`src/rtl/muscle_sweep_scheduler.sv`:
```
// muscle_sweep_scheduler: on each accepted tick, walks every muscle channel once, in
// index order, through a shared pipelined update datapath. It presents each
// channel's tau, raises the matching write-back strobe LAT cycles later, and
// reports sweep completion and dropped ticks.
module muscle_sweep_scheduler #(
  parameter int N_CH = 8,
  parameter int CH_W = 3,
  parameter int LAT  = 4
) (
  input  logic            clk,
  input  logic            reset,
  input  logic            tick,
  input  logic [N_CH-1:0] en_mask,
  input  logic            cfg_we,
  input  logic [CH_W-1:0] cfg_addr,
  input  logic [31:0]     cfg_data,
  output logic            issue_valid,
  output logic [CH_W-1:0] issue_ch,
  output logic [31:0]     f_tau_out,
  output logic            wb_valid,
  output logic [CH_W-1:0] wb_ch,
  output logic            busy,
  output logic            done,
  output logic            overrun,
  output logic [15:0]     tick_drop_cnt
);

  localparam int IW = (N_CH > 1) ? $clog2(N_CH) : 1;
  localparam int DW = $clog2(LAT + 1);
  localparam logic [31:0] TAU_RESET = 32'h3D23D70A;  // 0.04 s

  typedef enum logic [1:0] {S_IDLE, S_ISSUE, S_DRAIN, S_DONE} state_t;

  state_t          state_reg, state_next;
  logic [CH_W-1:0] ch_cnt_reg, ch_cnt_next;
  logic [DW-1:0]   drain_cnt_reg, drain_cnt_next;
  logic [N_CH-1:0] mask_q_reg, mask_q_next;
  logic [31:0]     tau_reg [N_CH];

  logic            issue_valid_next;
  logic [CH_W-1:0] issue_ch_next;
  logic [31:0]     f_tau_next;
  logic [IW-1:0]   ch_idx_next;
  logic            tick_drop;

  logic            pipe_valid_reg [LAT];
  logic [CH_W-1:0] pipe_ch_reg    [LAT];

  // Sweep sequencing: snapshot the mask on an accepted tick, step one channel per
  // cycle (masked channels still burn their slot), then wait out the datapath.
  always_comb begin
    state_next     = state_reg;
    ch_cnt_next    = ch_cnt_reg;
    drain_cnt_next = drain_cnt_reg;
    mask_q_next    = mask_q_reg;
    case (state_reg)
      S_IDLE: begin
        if (tick) begin
          state_next  = S_ISSUE;
          ch_cnt_next = '0;
          mask_q_next = en_mask;
        end
      end
      S_ISSUE: begin
        if (ch_cnt_reg == CH_W'(N_CH - 1)) begin
          state_next     = S_DRAIN;
          drain_cnt_next = DW'(LAT);
        end else begin
          ch_cnt_next = ch_cnt_reg + 1'b1;
        end
      end
      S_DRAIN: begin
        if (drain_cnt_reg == DW'(1)) state_next = S_DONE;
        else                         drain_cnt_next = drain_cnt_reg - 1'b1;
      end
      S_DONE:  state_next = S_IDLE;
      default: state_next = S_IDLE;
    endcase
  end

  // FSM state register.
  always_ff @(posedge clk or posedge reset) begin
    if (reset) begin
      state_reg     <= S_IDLE;
      ch_cnt_reg    <= '0;
      drain_cnt_reg <= '0;
      mask_q_reg    <= '0;
    end else begin
      state_reg     <= state_next;
      ch_cnt_reg    <= ch_cnt_next;
      drain_cnt_reg <= drain_cnt_next;
      mask_q_reg    <= mask_q_next;
    end
  end

  // Issue-side values for the coming cycle. A tau write landing on the edge that
  // loads its channel is forwarded, so a write is always visible the next cycle.
  always_comb begin
    ch_idx_next      = ch_cnt_next[IW-1:0];
    issue_valid_next = (state_next == S_ISSUE) && mask_q_next[ch_idx_next];
    issue_ch_next    = (state_next == S_ISSUE) ? ch_cnt_next : '0;
    f_tau_next       = '0;
    if (issue_valid_next) begin
      if (cfg_we && (cfg_addr == ch_cnt_next)) f_tau_next = cfg_data;
      else                                     f_tau_next = tau_reg[ch_idx_next];
    end
  end

  assign tick_drop = tick && (state_reg != S_IDLE);

  // Registered outputs plus sticky drop tracking.
  always_ff @(posedge clk or posedge reset) begin
    if (reset) begin
      issue_valid   <= 1'b0;
      issue_ch      <= '0;
      f_tau_out     <= '0;
      busy          <= 1'b0;
      done          <= 1'b0;
      overrun       <= 1'b0;
      tick_drop_cnt <= '0;
    end else begin
      issue_valid <= issue_valid_next;
      issue_ch    <= issue_ch_next;
      f_tau_out   <= f_tau_next;
      busy        <= (state_next != S_IDLE);
      done        <= (state_next == S_DONE);
      if (tick_drop) overrun <= 1'b1;
      if (tick_drop && (tick_drop_cnt != 16'hFFFF)) tick_drop_cnt <= tick_drop_cnt + 16'd1;
    end
  end

  // One tau register per channel. Matching against the channel number also
  // discards writes to addresses beyond the last channel.
  for (genvar gi = 0; gi < N_CH; gi++) begin : g_tau
    // Per-channel tau storage, reset to 0.04 s.
    always_ff @(posedge clk or posedge reset) begin
      if (reset)                                    tau_reg[gi] <= TAU_RESET;
      else if (cfg_we && (32'(cfg_addr) == 32'(gi))) tau_reg[gi] <= cfg_data;
    end
  end

  // Write-back pipe: {valid, ch} delayed LAT cycles behind the issue outputs.
  for (genvar gi = 0; gi < LAT; gi++) begin : g_wb
    if (gi == 0) begin : g_head
      // First stage captures the issued channel.
      always_ff @(posedge clk or posedge reset) begin
        if (reset) begin
          pipe_valid_reg[gi] <= 1'b0;
          pipe_ch_reg[gi]    <= '0;
        end else begin
          pipe_valid_reg[gi] <= issue_valid;
          pipe_ch_reg[gi]    <= issue_ch;
        end
      end
    end else begin : g_body
      // Later stages shift the entry along.
      always_ff @(posedge clk or posedge reset) begin
        if (reset) begin
          pipe_valid_reg[gi] <= 1'b0;
          pipe_ch_reg[gi]    <= '0;
        end else begin
          pipe_valid_reg[gi] <= pipe_valid_reg[gi-1];
          pipe_ch_reg[gi]    <= pipe_ch_reg[gi-1];
        end
      end
    end
  end

  assign wb_valid = pipe_valid_reg[LAT-1];
  assign wb_ch    = pipe_ch_reg[LAT-1];

endmodule

```
`config.mk`:
```
export PLATFORM = sky130hd
export DESIGN_NAME = muscle_sweep_scheduler
export DESIGN_NICKNAME = d
export VERILOG_FILES = /design/src/rtl/muscle_sweep_scheduler.sv
export SDC_FILE = /design/constraint.sdc
export NUM_CORES = 1
export LEC_CHECK = 0
export BUFFER_PORTS_ARGS = -buffer_cell sky130_fd_sc_hd__buf_2
export CORE_MARGIN = 3
export CORE_UTILIZATION = 55
export CTS_CLUSTER_DIAMETER = 100
export CTS_CLUSTER_SIZE = 25
export DETAILED_ROUTE_END_ITERATION = 12
export GPL_ROUTABILITY_DRIVEN = 0
export PLACE_DENSITY = 0.74
export SLEW_MARGIN = 20
export SYNTH_ARGS = -nofsm -noshare
export SYNTH_HDL_FRONTEND = slang
export SYNTH_SLANG_ARGS = --single-unit
```
`constraint.sdc`:
```
create_clock -name clk -period 16.79 [get_ports clk]
set_input_delay 3.358 -clock clk [delete_from_list [all_inputs] [get_ports clk]]
set_output_delay 3.358 -clock clk [all_outputs]
set_load 0.02 [all_outputs]
```
=== Word level (Yosys, flattened, before mapping) ===
Cells that the tools add are included.

* Register bits after elaboration: 343
* Latch bits: 0
* Memory bits (writable): 0
* ROM bits: 0
* Bits of input ports: 47
* Output and inout bits: 59
* Word-level logic and storage cells: 89
* Memories kept: 0

* Add/sub/neg operators: 3
* Multipliers: 0
* Div/mod/pow operators: 0
* Magnitude comparators: 2
* Equal/unequal tests: 18
* Shift-type cells: 0
* Multiplexer cells: 20
* Bitwise operators: 1
* Reduce and logical (&&, ||, !) cells: 18

{| class="wikitable"
|+ Operators by type and width
! operator !! count
|-
| $mux 32 || 4
|-
| $bmux 32 s3 || 1
|-
| $add 16x1->16 const B || 1
|-
| $mux 8 || 2
|-
| $ne 16x16->1 const B || 1
|-
| $eq 3x3->1 const B || 5
|-
| $mux 3 || 5
|-
| $logic_and 1x1->1 || 12
|-
| $pmux 3 s2 || 2
|-
| $pmux 2 s4 || 1
|-
| $eq 2x2->1 const B || 3
|-
| $eq 3x1->1 const B || 2
|-
| $eq 3x2->1 const B || 2
|-
| $mux 2 || 3
|-
| $reduce_bool 2->1 || 3
|-
| $eq 2x1->1 const B || 2
|-
| $ge 4x4->1 const B || 1
|-
| $lt 3x4->1 const B || 1
|-
| $ne 2x2->1 const B || 2
|-
| $not 3->4 || 1
|-
| $add 3x1->3 const B || 1
|-
| $bmux 1 s3 || 1
|-
| $eq 3x3->1 || 1
|-
| $logic_not 3->1 || 1
|-
| 4 further kinds || 4
|}

=== Longest topological paths before layout ===
Gate-level depths: netlist (run 1).

* Depth after elaboration: 9
* Mapped depth: 13
* Gate-level depth less buffers: 9

=== Worst setup path before layout (run 1) ===
Ideal clock, no wire load.

* Path type: in2reg
* Start point: input port tick
* End point: register f_tau_out[10]
* Setup time: 0.142 ns
* Data arrival time: 5.187 ns
* Required time: 16.648 ns
* Slack: 11.461 ns
* Cell stages on the path: 10
* Buffers on the path: 2
* Cell sequence: nor2_1 > o21ai_0 > and2_1 > buf_2 > inv_2 > or3_1 > a32o_1 > a222oi_1 > buf_2 > a211oi_1

* Longest elaborated chain between the ends: 8
* Elaborated cells on any way between the ends: 18
* Those cells by class: eq/ne (2); mux (13); bitwise (1); reduce/logical (2)

{| class="wikitable"
|+ RTL lines
! item !! line !! source
|-
| start: declaration || 12 || <nowiki>input logic tick,</nowiki>
|-
| $mux 3 || 58 || <nowiki>if (tick) begin</nowiki>
|-
| $pmux 3 s2 || 56 || <nowiki>case (state_reg)</nowiki>
|-
| $not 3->4 (not written as such) || 105 || <nowiki>else f_tau_next = tau_reg[ch_idx_next];</nowiki>
|-
| $bmux 32 s3 || 105 ||
|-
| $mux 32 (not written as such) (2 in series) || 105 ||
|-
| $mux 32 || 104 || <nowiki>if (cfg_we && (cfg_addr == ch_cnt_next)) f_tau_next = cfg_data;</nowiki>
|-
| $mux 32 (*) || 103 || <nowiki>if (issue_valid_next) begin</nowiki>
|-
| net f_tau_next[10] || 42 || <nowiki>logic [31:0] f_tau_next;</nowiki>
|-
| end signal: assignment || 124 || <nowiki>f_tau_out <= f_tau_next;</nowiki>
|-
| end: declaration || 19 || <nowiki>output logic [31:0] f_tau_out,</nowiki>
|}

Mark *: on every way through the listed nets, which the timed path passes. The rest lies on a longest branch. The select of a mux whose other input is x is not followed.
A chain may end at the register's enable or synchronous reset.

=== Worst setup path after layout (run 1) ===
* Start point: input port tick
* End point: register f_tau_out[7]

Same word-level chain as after synthesis.

==> results.sh, run 1 <==
export IMPL_cts_repair_resized=0
export IMPL_die_h_microns=172.6
export IMPL_min_period_ps=6177
export IMPL_drive_gt1_share_pct=40.47
export IMPL_ant_nets=0
export IMPL_seq_area_frac_synth_pct=57.27
export IMPL_grt_first_pass_wirelength_microns=54280
export IMPL_insertedDiodeCount=0
export IMPL_grt_pass1_vias=10030
export IMPL_synth_common_cells="mux2_2, nand2_1, dfrtp_1, dfstp_2, clkbuf_1"
export IMPL_synth_seq_cells=343
export IMPL_dp_slack_ps=10140
export IMPL_drc=0
export IMPL_clkTransAtPathRegs_ps=100
export IMPL_cts_setup_buffers=0
export IMPL_drv_cap=0
export IMPL_max_freq_mhz=161.9
export IMPL_arrival_ps=6590
export IMPL_finalHoldViolations=0
export IMPL_fp_dieW_microns=172.6
export IMPL_reg2reg_slack_ps=12710
export IMPL_grt_max_degree=134
export IMPL_p_leak_uw=0.007172
export IMPL_place_hpwl_microns=18300
export IMPL_ys_types=39
export IMPL_fin_crit_sh_pct=36.79
export IMPL_port_buffers=105
export IMPL_cts_buffers_inserted=17
export IMPL_synth_top_area_share_pct=35.24
export IMPL_critPathKind="primary input to register"
export IMPL_cp_top_family="buffers and inverters"
export IMPL_critPathSlowestCell="buf_4"
export IMPL_syn_to_final_growth_pct=8.351
export IMPL_path_depth=12
export IMPL_drt_iter0_markers=817
export IMPL_grtUsageTotal_pct=21.85
export IMPL_yosys_area_top_type="dfrtp_1"
export IMPL_peakVddDrop_mv=0.1125
export IMPL_cp_cell_sequence="buf_2, nor2_1, o21ai_0, and2_1, buf_4, clkinv_2, buf_4, xnor2_1, nand4_1, buf_4, nor2_1, a211oi_1"
export IMPL_clk_latency_ps=520
export IMPL_clock_skew_ps=11.38
export IMPL_layout_setup_ws_ps=10610
export IMPL_syn_avg_cell_area_sq_um=11.81
export IMPL_crit_fanout=82
export IMPL_synth_most_common_cell="mux2_2"
export IMPL_largest_register_ffs=256
export IMPL_cts_sinks=343
export IMPL_cts_htree_levels=1
export IMPL_slew_headroom_pct=35.98
export IMPL_ios=106
export IMPL_cp_start_kind="primary input"
export IMPL_avgRoutedWirePerCell_microns=19.02
export IMPL_ys_warnings_count=0
export IMPL_cpMostUsedCell="buf_4"
export IMPL_setup_worst_path_start="tick"
export IMPL_antenna_found_initial=0
export IMPL_rsz0062_at_grt="no"
export IMPL_netlist_area_sq_um=15270
export IMPL_clock_path_buffers=3
export IMPL_setup_viol=0
export IMPL_synth_ff_type="dfrtp_1"
export IMPL_cts_tree="built"
export IMPL_timing_critical_path_to="f_tau_out[7]$_DFF_PP0_"
export IMPL_num_vias=10040
export IMPL_reg2reg_from="ch_cnt_reg[0]$_DFF_PP0_"
export IMPL_synthTopCellsByArea="dfrtp_1, dfstp_2, mux2_2"
export IMPL_fin_setup_tns_ps=0
export IMPL_worstHoldPathType="register to register"
export IMPL_r2r_cells=12
export IMPL_synth_edf_count=0
export IMPL_synth_nets=1344
export IMPL_gr_total_overflow=0
export IMPL_critPathCaptureType="register"
export IMPL_dieArea_sq_um=29790
export IMPL_core_sq_um=27100
export IMPL_initial_core_util_pct=56.33
export IMPL_nets=1390
export IMPL_syn_instance_count=1293
export IMPL_drtPass1Iterations=5
export IMPL_r2r_end="f_tau_out[7]$_DFF_PP0_"
export IMPL_async_reset_ff_share_pct=100.0
export IMPL_status="complete, no violations"
export IMPL_fp_row_count=60
export IMPL_hold_buffers=0
export IMPL_drv_slew=0
export IMPL_slowest_delay_ps=600
export IMPL_cp_buffers_inverters=5
export IMPL_clockRootBuffer="clkbuf_16"
export IMPL_tightest_slew_ps=960.3
export IMPL_drt_vias_per_instance=5.835
export IMPL_powerDensity_nw_per_um2=172.1
export IMPL_worstPathRequired_ps=17200
export IMPL_routed_wl_microns=32730
-- power by group --
group          internal [uW]  switching [uW]
logic                    453             756
clock network            194             257
registers               1080             109
total                   1730            1120
-- cells in the final DEF (no fill, tap or decap), types with 2 or more instances in the layout --
cell / synthesis / final
a211oi_1: 65 / 65
a21oi_1: 5 / 5
a311oi_1: 31 / 31
a31oi_1: 33 / 33
and2_1: 4 / 3
and3_1: 35 / 35
and4_1: 2 / 2
buf_2: 12 / 105
buf_4: 3 / 21
clkbuf_1: 74 / 11
clkbuf_16: 0 / 17
dfrtp_1: 215 / 215
dfstp_2: 128 / 128
ha_1: 4 / 4
inv_1: 10 / 9
mux2_2: 261 / 261
mux2i_1: 4 / 4
nand2_1: 217 / 217
nand2b_1: 6 / 6
nand3_1: 69 / 69
nand4_1: 6 / 6
nand4b_1: 3 / 3
nor2_1: 45 / 45
nor2b_1: 3 / 3
nor3_1: 6 / 4
nor3_2: 1 / 3
o21ai_0: 7 / 5
o21ai_2: 0 / 2
or3_1: 4 / 4
xnor2_1: 15 / 15
xor2_1: 4 / 4
-- cell type report --
cell class / count / area (sq um)
Clock buffer: 28 / 466.7
Clock inverter: 1 / 8.758
Fill cell: 2190 / 10560
Inverter: 12 / 56.30
Multi-Input combinational cell: 839 / 6118
Sequential cell: 343 / 8743
Tap cell: 372 / 465.4
Timing Repair Buffer: 126 / 683.2
-- cells by family (layout without fill, tap and decap cells) --
| family | Yosys count | count (layout) | synth area share, % |
|---|---|---|---|
| AO/OA/AOI/OAI | 146 | 146 | 6.982 |
| XOR/XNOR | 19 | 19 | 1.090 |
| adder cells (fa/ha/maj) | 4 | 4 | 0.3278 |
| buffers and inverters | 111 | 167 | 2.901 |
| flip-flops | 343 | 343 | 57.27 |
| multiplexers | 266 | 266 | 19.66 |
| AND/OR/NAND/NOR | 404 | 404 | 11.77 |
-- worst min-delay path by stage --
stage                                       end                         from  cells past startpoint
finish              pipe_valid_reg[1]$_DFF_PP0_  pipe_valid_reg[2]$_DFF_PP0_                      0
global route                 wb_ch[1]$_DFF_PP0_     pipe_ch_reg[4]$_DFF_PP0_                      0
CTS                 pipe_valid_reg[2]$_DFF_PP0_  pipe_valid_reg[3]$_DFF_PP0_                      0
detailed placement  pipe_valid_reg[2]$_DFF_PP0_  pipe_valid_reg[3]$_DFF_PP0_                      0
global placement    pipe_valid_reg[2]$_DFF_PP0_  pipe_valid_reg[3]$_DFF_PP0_                      0
floorplan              pipe_ch_reg[3]$_DFF_PP0_     pipe_ch_reg[6]$_DFF_PP0_                      0
-- metal layers --
metal	part of all wire, %	track usage (%)	up-vias
met2	49	36.74	176
met4	2.0	4.833	0
met5	0	0	-
li1	-	-	4660
met1	46	31.04	5165
met3	3.2	2.437	41
-- metrics by stage --
step | cell area (sq um) | hold slack (ps) | util, % | instances | total power (uW)
floorplan | 15270 | 331.2 | - | 1293 | 2090
global placement | 16060 | 333.1 | 59.26 | 1692 | 2379
detailed placement | 16060 | 334.7 | 59.26 | 1692 | 2411
CTS | 16540 | 357.8 | 61.02 | 1721 | 2862
global route | 16540 | 366.1 | 61.04 | 1721 | 3050
finish | 16540 | 356.9 | 61.04 | 1721 | 2848
Note: power is estimated with default switching activity, not from simulation.
==> run 2: changes to the inputs <==
Clock period 16.79 ns to 6 ns, I/O delays scaled along.
==> run 2 against run 1 <==
Clock skew rose by 3.5 ps. Final cell count rose by 0.29%. Combinational power rose to 2.8 times the previous value. Power rose to 2.8 times the previous value. Register-to-register slack got worse by 10000 ps. Wire length rose by 1.9%. Sequential share of layout area fell by 0.15 points. Worst setup slack got worse by 8300 ps. Die area did not move. Worst hold slack improved by 0.76 ps. Global-route usage rose by 0.45 points. Critical path depth fell by 1. Largest power group unchanged. Highest routed layer is now met5.
==> results.sh, run 2 (synthesis results as in run 1) <==
export IMPL_status="complete, no violations"
export IMPL_rsz0062_at_grt="no"
export IMPL_drt_iter0_markers=712
export IMPL_antenna_found_initial=1
export IMPL_cts_htree_levels=1
export IMPL_peakVddDrop_mv=0.3838
export IMPL_place_hpwl_microns=19050
export IMPL_initial_core_util_pct=56.33
export IMPL_grt_pass1_vias=10120
export IMPL_grtUsageTotal_pct=22.30
export IMPL_ios=106
export IMPL_nets=1395
export IMPL_cts_buffers_inserted=17
export IMPL_clk_latency_ps=500
export IMPL_avgRoutedWirePerCell_microns=19.32
export IMPL_fin_setup_tns_ps=0
export IMPL_power_total_uw=8013
export IMPL_powerDensity_nw_per_um2=483.0
export IMPL_cp_start_kind="register"
export IMPL_ant_nets=0
export IMPL_reg2reg_from="ch_cnt_reg[0]$_DFF_PP0_"
export IMPL_worstHoldPathType="register to register"
export IMPL_arrival_ps=4080
export IMPL_reg2reg_slack_ps=2300
export IMPL_insertedDiodeCount=0
export IMPL_r2r_cells=11
export IMPL_drtPass1Iterations=7
export IMPL_fp_row_count=60
export IMPL_syn_to_final_growth_pct=8.663
export IMPL_grt_max_degree=169
export IMPL_hold_buffers=0
export IMPL_utilization_pct=61.21
export IMPL_cts_tree="built"
export IMPL_crit_fanout=63
export IMPL_cpMostUsedCell="buf_4"
export IMPL_num_vias=10130
export IMPL_max_freq_mhz=270.1
export IMPL_cp_cell_sequence="ha_1, nor2b_1, o21ai_2, buf_4, and2_4, inv_4, xnor2_1, nand4_1, buf_4, nor2_1, a211oi_1"
export IMPL_finalHoldViolations=0
export IMPL_fin_crit_sh_pct=61.70
export IMPL_clock_skew_ps=14.84
export IMPL_p_leak_uw=0.007197
export IMPL_critPathCaptureType="register"
export IMPL_drt_vias_per_instance=5.868
export IMPL_worstPathRequired_ps=6380
export IMPL_grt_first_pass_wirelength_microns=54980
export IMPL_clockRootBuffer="clkbuf_16"
export IMPL_drc=0
export IMPL_gr_total_overflow=0
export IMPL_min_period_ps=3702
export IMPL_dieArea_sq_um=29790
export IMPL_cts_repair_resized=0
export IMPL_r2r_end="f_tau_out[22]$_DFF_PP0_"
export IMPL_core_sq_um=27100
export IMPL_hold_end="wb_ch[0]$_DFF_PP0_"
export IMPL_slew_headroom_pct=26.98
export IMPL_critPathSlowestCell="buf_4"
export IMPL_whs_path_depth=0
export IMPL_final_cell_area_sq_um=16590
export IMPL_hold_worst_slack_ps=357.7
export IMPL_tightest_slew_ps=1090
export IMPL_port_buffers=105
export IMPL_drv_cap=0
export IMPL_drv_slew=0
export IMPL_cts_setup_buffers=0
export IMPL_setup_viol=0
export IMPL_clkTransAtPathRegs_ps=100
export IMPL_final_cell_mix="mux2_2, nand2_1, dfrtp_1, dfstp_2, buf_2"
export IMPL_routed_wl_microns=33350
export IMPL_placed_cell_area_sq_um=16110
export IMPL_critPathKind="register to register"
export IMPL_largest_register_ffs=256
export IMPL_die_h_microns=172.6
export IMPL_layout_commonest_cell="mux2_2"
export IMPL_min_from="pipe_ch_reg[3]$_DFF_PP0_"
export IMPL_drive_gt1_share_pct=40.77
export IMPL_fp_dieW_microns=172.6
export IMPL_cts_sinks=343
export IMPL_clock_path_buffers=3
export IMPL_slowest_delay_ps=610
run 2: cell count changes in the layout (fill, tap and decap cells not counted), sizes merged:
| cell | delta |
|---|---|
| buf | +5 |
| clkinvlp | +1 |
| inv | -1 |
run 2: area by class of cell:
type / instances / area [sq um]
clock buffer: 28 / 476.7
clock inverter: 1 / 6.256
fill: 2190 / 10510
inverter: 12 / 52.55
multi-input combinational: 839 / 6112
sequential: 343 / 8743
tap: 372 / 465.4
timing repair buffer: 131 / 733.2
run 2: stage by stage:
step           worst slack (ps)  std cells
4_1_cts                    2278       1726
5_1_grt                    1988       1726
2_1_floorplan             316.0       1293
3_5_place_dp               1844       1697
6_report                   2298       1726
3_3_place_gp               1872       1697
run 2: worst max-delay path: cells and delay by family, from the launching register on:
family	cells	cell delay (ps)
xor+xnor	1	190
simple gates	4	950
fa+ha+maj	1	320
compound gates	2	420
flops	1	430
buf+inv	3	1200
run 2: per-layer routing:
metal,vias up,track usage [%],share of wire [%]
met1,5228,30.94,45
met3,42,2.899,3.5
li1,4671,-,-
met2,186,38.34,50
met4,2,4.360,1.7
met5,-,0,0.027
run 2: worst max-delay path by stage:
stage / cells after the start / to / slack [ps] / from
after floorplan: 1 / busy$_DFF_PP0_ / 320 / reset
after global placement: 11 / f_tau_out[30]$_DFF_PP0_ / 1870 / tick
after detailed placement: 11 / f_tau_out[26]$_DFF_PP0_ / 1840 / tick
after CTS: 11 / f_tau_out[20]$_DFF_PP0_ / 2280 / ch_cnt_reg[0]$_DFF_PP0_
after global routing: 11 / f_tau_out[22]$_DFF_PP0_ / 1990 / ch_cnt_reg[0]$_DFF_PP0_
final: 11 / f_tau_out[22]$_DFF_PP0_ / 2300 / ch_cnt_reg[0]$_DFF_PP0_
run 2: power by group:
part	leakage, uW	switching, uW	internal [uW]	total (uW)
logic	0.00296	2150	1280	3430
registers	0.00400	307	3020	3330
clock network	0.000233	708	553	1260
total	0.00720	3160	4850	8010
==> run 3: changes to the inputs <==
Settings changed: ABC_AREA from default to 1, PLACE_DENSITY 0.74 to 0.76.
Clock period 6 ns to 3.4 ns, I/O delays scaled along.
==> run 3 against run 2 <==
Worst setup slack lost 1600 ps. Synthesized cell count increased by 48%. Non-clock buffer count grew 3. Final cell count increased by 35%. Via count is 28% higher. First-iteration DRC count rose by 88%. Cell area is 1.8% higher. Utilization fell by 0.59 points. Critical endpoint is now f_tau_out[7]$_DFF_PP0_.
==> results.sh, run 3 <==
export IMPL_status="complete, no violations"
export IMPL_cts_buffers_inserted=17
export IMPL_syn_instance_count=1913
export IMPL_cts_sinks=343
export IMPL_r2r_cells=10
export IMPL_die_h_microns=174.4
export IMPL_rsz0062_at_grt="no"
export IMPL_cts_repair_resized=0
export IMPL_fp_dieW_microns=174.4
export IMPL_async_reset_ff_share_pct=100.0
export IMPL_use_met1_pct=36.16
export IMPL_final_cell_mix="nand2_1, nand3_1, o21ai_0, dfrtp_1, nor2_1"
export IMPL_switching_share_pct=45.63
export IMPL_drt_iter0_markers=1340
export IMPL_nets=1994
export IMPL_port_buffers=105
export IMPL_layout_setup_ws_ps=664.1
export IMPL_drv_cap=0
export IMPL_cts_htree_levels=1
export IMPL_powerDensity_nw_per_um2=932.4
export IMPL_clkTransAtPathRegs_ps=100
export IMPL_arrival_ps=3180
export IMPL_syn_to_final_growth_pct=8.227
export IMPL_gr_total_overflow=0
export IMPL_cts_setup_buffers=0
export IMPL_critPathCaptureType="register"
export IMPL_utilization_pct=60.62
export IMPL_ant_nets=0
export IMPL_setup_viol=0
export IMPL_fin_crit_sh_pct=80.47
export IMPL_hold_buffers=0
export IMPL_cp_start_kind="register"
export IMPL_netlist_area_sq_um=15600
export IMPL_largest_register_ffs=256
export IMPL_drt_vias_per_instance=5.541
export IMPL_dieArea_sq_um=30430
export IMPL_pwr_share_comb_pct=49.8
export IMPL_dp_slack_ps=463.7
export IMPL_worstHoldPathType="primary input to async pin"
export IMPL_p_leak_uw=0.008110
export IMPL_initial_core_util_pct=56.01
export IMPL_grt_pass1_vias=12400
export IMPL_grt_max_degree=111
export IMPL_synth_edf_count=0
export IMPL_ys_warnings_count=0
export IMPL_power_internal_uw=8561
export IMPL_max_freq_mhz=365.5
export IMPL_insertedDiodeCount=0
export IMPL_critPathKind="register to register"
export IMPL_use_met2_pct=43.06
export IMPL_synth_seq_cells=343
export IMPL_placed_cell_area_sq_um=16410
export IMPL_clock_path_buffers=3
export IMPL_cts_tree="built"
export IMPL_place_hpwl_microns=21870
export IMPL_layout_commonest_cell="nand2_1"
export IMPL_crit_fanout=32
export IMPL_top_usage_layer="met2"
export IMPL_reg2reg_from="state_reg[0]$_DFF_PP0_"
export IMPL_min_period_ps=2736
export IMPL_synth_nets=1964
export IMPL_seq_area_frac_synth_pct=56.03
export IMPL_worstPathRequired_ps=3840
export IMPL_tightest_slew_ps=927.8
export IMPL_synth_most_common_cell="nand2_1"
export IMPL_routed_wl_microns=38880
export IMPL_ios=106
export IMPL_clockRootBuffer="clkbuf_16"
export IMPL_avgRoutedWirePerCell_microns=16.68
export IMPL_drv_slew=0
export IMPL_grtUsageTotal_pct=25.69
export IMPL_drtPass1Iterations=7
export IMPL_power_switching_uw=7185
export IMPL_synth_top_area_share_pct=34.48
export IMPL_drive_gt1_share_pct=15.51
export IMPL_met3_usage_pct=2.971
export IMPL_fp_row_count=61
export IMPL_core_sq_um=27860
export IMPL_finalHoldViolations=0
export IMPL_peakVddDrop_mv=0.7665
export IMPL_drc=0
export IMPL_syn_avg_cell_area_sq_um=8.157
export IMPL_clock_skew_ps=16.31
export IMPL_final_cell_area_sq_um=16890
export IMPL_seq_power_share_pct=36.0
export IMPL_antenna_found_initial=0
export IMPL_pwr_share_clk_pct=14.3
export IMPL_slew_headroom_pct=38.15
export IMPL_power_total_uw=15750
export IMPL_ys_types=27
export IMPL_yosys_area_top_type="dfrtp_1"
export IMPL_synth_ff_type="dfrtp_1"
export IMPL_reg2reg_slack_ps=660
export IMPL_r2r_end="f_tau_out[7]$_DFF_PP0_"
export IMPL_synth_common_cells="nand2_1, nand3_1, o21ai_0, dfrtp_1, nor2_1"
export IMPL_num_vias=12920
export IMPL_clk_latency_ps=510
export IMPL_grt_first_pass_wirelength_microns=64740
export IMPL_synthTopCellsByArea="dfrtp_1, dfstp_2, nand2_1"
export IMPL_fillers=2455
## run 3: layout make-up
type / count / area (sq um) / area share (%)
inverters: 96 / 364.1 / 2.156
clock inverters: 1 / 8.758 / 0.05186
flip-flops and latches: 343 / 8743 / 51.77
repair buffers: 134 / 855.8 / 5.068
multi-input cells: 1351 / 5976 / 35.39
well taps: 378 / 473.0 / 2.801
clock buffers: 28 / 466.7 / 2.764
## run 3: routing by layer
metal,share of wire (%),vias to the layer above
met5,0,-
met1,43,6217
met3,6.9,58
li1,-,6184
met4,1.8,0
met2,48,457
## run 3: cell families after synthesis
family          count (synthesis)  share of synthesized area, %
flops                         343                         56.03
simple gates                 1069                         28.37
buf+inv                       219                         5.974
compound gates                264                         8.468
fa+ha+maj                       4                        0.3208
xor+xnor                       14                        0.8340
## run 3: how the worst max path moves through the flow
stage                                 from                 endpoint  slack, ps  cells past startpoint
global route        state_reg[0]$_DFF_PP0_   f_tau_out[6]$_DFF_PP0_        440                     10
detailed placement                    tick  f_tau_out[22]$_DFF_PP0_        460                     10
floorplan                            reset           busy$_DFF_PP0_      -1760                      1
global placement                      tick   f_tau_out[3]$_DFF_PP0_        550                     10
finish              state_reg[0]$_DFF_PP0_   f_tau_out[7]$_DFF_PP0_        660                     10
CTS                 state_reg[0]$_DFF_PP0_  f_tau_out[22]$_DFF_PP0_        680                     10
## run 3: stage by stage
| stage | instances | TNS [ps] | hold slack, ps |
|---|---|---|---|
| final | 2331 | 0 | 162.6 |
| after detailed placement | 2302 | 0 | 334.7 |
| after floorplan | 1913 | -449340 | 331.2 |
| after global placement | 2302 | 0 | 332.3 |
| after global routing | 2331 | 0 | 163.8 |
| after CTS | 2331 | 0 | 152.9 |
## run 3: worst max-delay path, cell delays in order, from the launching register on
cell and delay, ps:
dfrtp_1 440, nor2_2 160, nand2_1 320, nand3_4 230, nand2_4 210, xor2_4 570
nand2_1 110, buf_4 320, nand2_1 150, nor2_1 50, nor2_1 100
## run 3: power groups by stage
stage / Clock, uW / Combinational (uW) / Sequential [uW]
after floorplan: 0 / 5710 / 5770
after global placement: 0 / 7620 / 5690
after detailed placement: 0 / 7800 / 5720
after CTS: 2300 / 7830 / 5650
after global routing: 2450 / 8870 / 5760
final: 2250 / 7840 / 5660
